## config.mk

```make
export PLATFORM = sky130hd
export DESIGN_NAME = seg_capture
export DESIGN_NICKNAME = d
export VERILOG_FILES = /design/src/rtl/seg_capture_pkg.sv /design/src/rtl/seg7_to_hex.sv /design/src/rtl/seg_capture.sv
export SDC_FILE = /design/constraint.sdc
export NUM_CORES = 1
export LEC_CHECK = 0
export ABC_CLOCK_PERIOD_IN_PS = 1700
export CAP_MARGIN = 20
export CELL_PAD_IN_SITES_DETAIL_PLACEMENT = 0
export CELL_PAD_IN_SITES_GLOBAL_PLACEMENT = 1
export CORE_AREA = 5 5 81 83
export DETAILED_ROUTE_END_ITERATION = 10
export DIE_AREA = 0 0 86 88
export PLACE_DENSITY_LB_ADDON = 0.2
export SETUP_SLACK_MARGIN = 0.2
export SLEW_MARGIN = 25
export SYNTH_ARGS = -nofsm -noshare
export SYNTH_HDL_FRONTEND = slang
export SYNTH_SLANG_ARGS = --single-unit
```

## constraint.sdc

```tcl
create_clock -name CLOCK_50 -period 1.7 [get_ports CLOCK_50]
set_clock_uncertainty 0.15 [all_clocks]
set_input_delay 0.255 -clock CLOCK_50 [delete_from_list [all_inputs] [get_ports CLOCK_50]]
set_output_delay 0.255 -clock CLOCK_50 [all_outputs]
set_load 0.005 [all_outputs]
```

## src/rtl/seg_capture_pkg.sv

```systemverilog
// seg_capture_pkg: shared segment patterns, FSM encoding and default frame width
// for the seven-segment frame capture block.
package seg_capture_pkg;

    localparam int DEFAULT_NUM_DIGITS = 6;

    // Active-low patterns, bit0=a .. bit6=g, indexed by the hex value they show
    localparam logic [6:0] SEG_TABLE [16] = '{
        7'h40, 7'h79, 7'h24, 7'h30, 7'h19, 7'h12, 7'h02, 7'h78,
        7'h00, 7'h10, 7'h08, 7'h03, 7'h46, 7'h21, 7'h06, 7'h0E
    };

    typedef enum logic {COLLECT, HOLD} state_t;

endpackage

```

## src/rtl/seg7_to_hex.sv

```systemverilog
// seg7_to_hex: combinational decode of an active-low segment pattern to a hex
// nibble, flagging patterns outside the table (nibble forced to 0).
module seg7_to_hex
    import seg_capture_pkg::*;
(
    input  logic [6:0] i_seg,
    output logic [3:0] o_nibble,
    output logic       o_invalid
);

    always_comb begin
        o_nibble  = '0;
        o_invalid = 1'b1;
        for (int i = 0; i < 16; i++) begin
            if (i_seg == SEG_TABLE[i]) begin
                o_nibble  = 4'(i);
                o_invalid = 1'b0;
            end
        end
    end

endmodule

```

## src/rtl/seg_capture.sv

```systemverilog
// seg_capture: gathers strobed seven-segment digits into a decoded frame and
// holds it for a valid/ready consumer; strobes lost while holding raise overrun.
module seg_capture
    import seg_capture_pkg::*;
#(
    parameter int NUM_DIGITS = DEFAULT_NUM_DIGITS
) (
    input  logic                    CLOCK_50,
    input  logic                    reset,
    input  logic [6:0]              seg_in,
    input  logic [2:0]              digit_sel,
    input  logic                    seg_strobe,
    output logic [4*NUM_DIGITS-1:0] out_value,
    output logic [NUM_DIGITS-1:0]   out_error,
    output logic                    out_valid,
    input  logic                    out_ready,
    output logic                    overrun
);

    state_t                  r_state;
    logic [NUM_DIGITS-1:0]   r_mask;
    logic [4*NUM_DIGITS-1:0] r_value;
    logic [NUM_DIGITS-1:0]   r_error;
    logic                    r_valid;
    logic                    r_overrun;

    logic [3:0]              w_nibble;
    logic                    w_invalid;
    logic [NUM_DIGITS-1:0]   w_sel;
    logic [NUM_DIGITS-1:0]   w_next_mask;
    logic                    w_xfer;
    logic                    w_open;
    logic                    w_accept;

    seg7_to_hex u_dec (
        .i_seg     (seg_in),
        .o_nibble  (w_nibble),
        .o_invalid (w_invalid)
    );

    // Out-of-range digit_sel yields an all-zero w_sel, so it is silently ignored
    always_comb begin
        w_sel = '0;
        for (int i = 0; i < NUM_DIGITS; i++)
            w_sel[i] = seg_strobe && (digit_sel == 3'(i));
    end

    assign w_xfer      = (r_state == HOLD) && r_valid && out_ready;
    assign w_open      = (r_state == COLLECT) || w_xfer;
    assign w_accept    = w_open && |w_sel;
    assign w_next_mask = (w_xfer ? '0 : r_mask) | (w_accept ? w_sel : '0);

    always_ff @(posedge CLOCK_50 or posedge reset) begin
        if (reset) begin
            r_state   <= COLLECT;
            r_mask    <= '0;
            r_value   <= '0;
            r_error   <= '0;
            r_valid   <= 1'b0;
            r_overrun <= 1'b0;
        end else begin
            for (int i = 0; i < NUM_DIGITS; i++) begin
                if (w_accept && w_sel[i]) begin
                    r_value[4*i +: 4] <= w_nibble;
                    r_error[i]        <= w_invalid;
                end
            end
            if (w_open) begin
                r_mask  <= w_next_mask;
                r_state <= &w_next_mask ? HOLD : COLLECT;
                r_valid <= &w_next_mask;
            end
            if (!w_open && |w_sel)
                r_overrun <= 1'b1;
        end
    end

    assign out_value = r_value;
    assign out_error = r_error;
    assign out_valid = r_valid;
    assign overrun   = r_overrun;

endmodule

```

==> flow_summary.ini <==
[synth]
synth_cell_types = 48
yosys.area_share.simple_pct = 20.08
netlist.area_leader.share_pct = 51.04
synth_compound_area_share_pct = 17.80
synthTopCellsByArea = dfrtp_1 51%, a21oi_1 5.1%, nor2_1 4.6%, mux2_4 3.2%, nand2_1 3.0%
synth_edf_count = 0
synthAdderAreaFrac_pct = 0.5373
synth-seq-cells = 38
yosys_warnings = 0
synthTopCellsByCount = 38 x dfrtp_1, 23 x nor2_1, 19 x a21oi_1
yosysMostFrequentCell = dfrtp_1
synth_xor_area_share_pct = 0.9402
syn_nets = 196
synth_area_leader_cell = dfrtp_1
ys.flop_type = dfrtp_1
async_flop_share_pct = 100.0
syn_area_per_cell_um2 = 10.24
synthCells = 182
seq_area_frac_synth_pct = 51.04
synth_area_mm2 = 0.001863
synth_top_family_by_area = simple AND/OR/NAND/NOR gates
muxShareOfSynthArea_pct = 4.433

[cells_and_area]
fin_util_pct = 57.77
regArea_um2 = 950.9
multi_input_area_mm2 = 0.001156
antennaDiodeCount = 0
drive_gt1_share_pct = 52.92
area_delta_synth_final_pct = 79.25
fillers = 528
nNetsFinal = 304

[timing]
worst_pin_slew_ns = 0.3248
whs_ns = 0.1601
relSlewSlack_pct = 78.18
timing.final.crit_share_pct = 95.60
post-route-min-period_ns = 1.625
rsz0062_at_grt = true
slew_violations = 0
finalHoldViolCount = 0
fmax_mhz = 615.3
setup-tns-final_ns = 0
setup_viol = 0

[clock_tree]
cts_made_buffers = 5
clk_latency_ns = 0.29
cts_buffer_depth = 2
hold_buffers = 0
cts_sinks = 38
clkSlewWorstSetupHoldPaths_ns = 0.08
root_buffer = clkbuf_8
tritoncts = built
htreeDepth = 2

[setup_path]
cp.required_ns = 1.73
start_kind = input port
crit_type = in -> reg
crit_arrival_ns = 1.65
setup.worst_path.end_class = register
critPathBufInv = 4
worstPathMaxFanout = 7
crit_family = buffers and inverters
slowest_delay_ns = 0.27
crit_chain = buf_6, buf_8, buf_12, nor4b_4, o31ai_2, a21oi_2, nor4_4, buf_4, mux2_4
ff2ff_setup_slack_ns = 0.12
cpMaxStageDelayCell = mux2_4

[routing]
firstDrtPassIters = 4
drcViolationCount = 0
wl_met3_um = 246
highest-signal-layer = met4
postRouteAntennaNets = 0
wl_um = 5688
wl_met1_um = 2420
dr_wl_met2_um = 2900
viasPerCell = 4.852
first_iter_violations = 47
detail_route.wl_per_cell_um = 15.54
dr_total_vias = 1776

[placement]
io_buffers = 45
gp_congestion = 0.8159
hpwl_um = 3595

[floorplanning]
fp.dieH_um = 88
die_w_um = 86
start_util_pct = 32.23
fp.coreArea_mm2 = 0.005781
io_pins = 46
rows = 28
die_area_mm2 = 0.007568

[global_route]
grt_max_degree = 39
grt_pass1_wl_um = 8949
grt_antenna_before_repair = 0
grt_pass1_vias = 1788
grt-ovfl-total = 0
groute.usage.overall_pct = 14.96

[worst_hold_path]
hp-class = in -> async

[job]
max_cap_viol_count = 0

[power]
vdd_drop_max_v = 0.0006268
p_per_area_mw_per_mm2 = 941.2
power.leakage_nw = 1.550

[status]
status = completed
stage by stage:
step | instances | power, W | setup slack [ns] | area (µm²)
final | 366 | 0.003143 | 0.07481 | 3339
after global routing | 366 | 0.003344 | 0.03526 | 3339
after CTS | 358 | 0.003062 | 0.06988 | 3123
after detailed placement | 331 | 0.002411 | -0.6404 | 2749
after global placement | 331 | 0.002401 | -0.6417 | 2749
after floorplan | 182 | 0.001792 | -0.01310 | 1991
cell usage in the layout (no fill, tap or decap), types with 3 or more instances in the layout:
cell | netlist | layout
buf_4 | 2 | 51
inv_1 | 4 | 4
nor4b_4 | 0 | 4
dlygate4sd2_1 | 0 | 34
buf_6 | 2 | 16
nor2_2 | 0 | 6
a21oi_1 | 19 | 4
o21ai_1 | 1 | 5
dfrtp_1 | 38 | 38
buf_8 | 0 | 3
a21oi_2 | 4 | 18
nand2_1 | 15 | 14
nor2_4 | 0 | 3
o21ai_2 | 0 | 4
clkbuf_8 | 0 | 6
a21o_1 | 5 | 5
nor2_1 | 23 | 14
buf_2 | 5 | 3
mux2_4 | 4 | 6
nor4_4 | 1 | 3
routing by layer:
metal,track usage (%),vias to the layer above
met5,0,-
met4,4.604,0
met3,3.198,11
met1,18.53,862
met2,26.07,38
li1,-,865
state kept, by name (all words and copies together) (netlist names):
| register | flops |
|---|---|
| r_state | 1 |
| r_mask | 6 |
| overrun | 1 |
| out_value | 24 |
| out_error | 6 |
cells by family (layout without fill, tap and decap cells):
kind of cell             Yosys count  count (layout)
AND/OR/NAND/NOR                   67              67
AO/OA/AOI/OAI                     50              50
flip-flops                        38              38
buffers and inverters             18             127
multiplexers                       6               6
XOR/XNOR                           2               2
adder cells (fa/ha/maj)            1               1
cell type report:
cell class                 count  share of cell area (%)
sequential                    38                   28.48
clock buffer                   6                   2.473
timing repair buffer         115                   30.80
multi-input combinational    126                   34.62
tap                           75                   2.810
clock inverter                 2                  0.3747
inverter                       4                  0.4496
report_power, final:
part / internal (W) / leakage, nW / switching, W
Sequential: 0.00117 / 0.451 / 0.000157
Combinational: 0.000656 / 1.05 / 0.000498
Clock: 0.000326 / 0.0472 / 0.000333
Total: 0.00216 / 1.55 / 0.000988
worst min-delay path, cell delays in order:
cell,delay [ns]
clkdlybuf4s50_1,0.40
inv_1,0.09
buf_12,0.23
repair_timing:
item                                    in CTS  in global routing
pin swaps                                   22                 19
resized for setup                          114                 48
endpoints found under the setup margin      70                 34
gates cloned                                 1                  2
setup buffers                               18                  6
path summary, 6_finish.rpt:
| check | startpoint | endpoint | cells past startpoint |
|---|---|---|---|
| worst max-delay path | seg_in[0] | out_error[5] | 9 |
| worst min-delay path | reset | out_value[13] | 3 |
| worst max register to register | r_state | out_error[1] | 4 |
| worst min register to register | r_mask[4] | r_mask[4] | 2 |
| max in group asynchronous | reset | out_value[2] | 3 |
| min in group CLOCK_50 | digit_sel[2] | overrun | 3 |
Power figures use the tool's default switching activity.
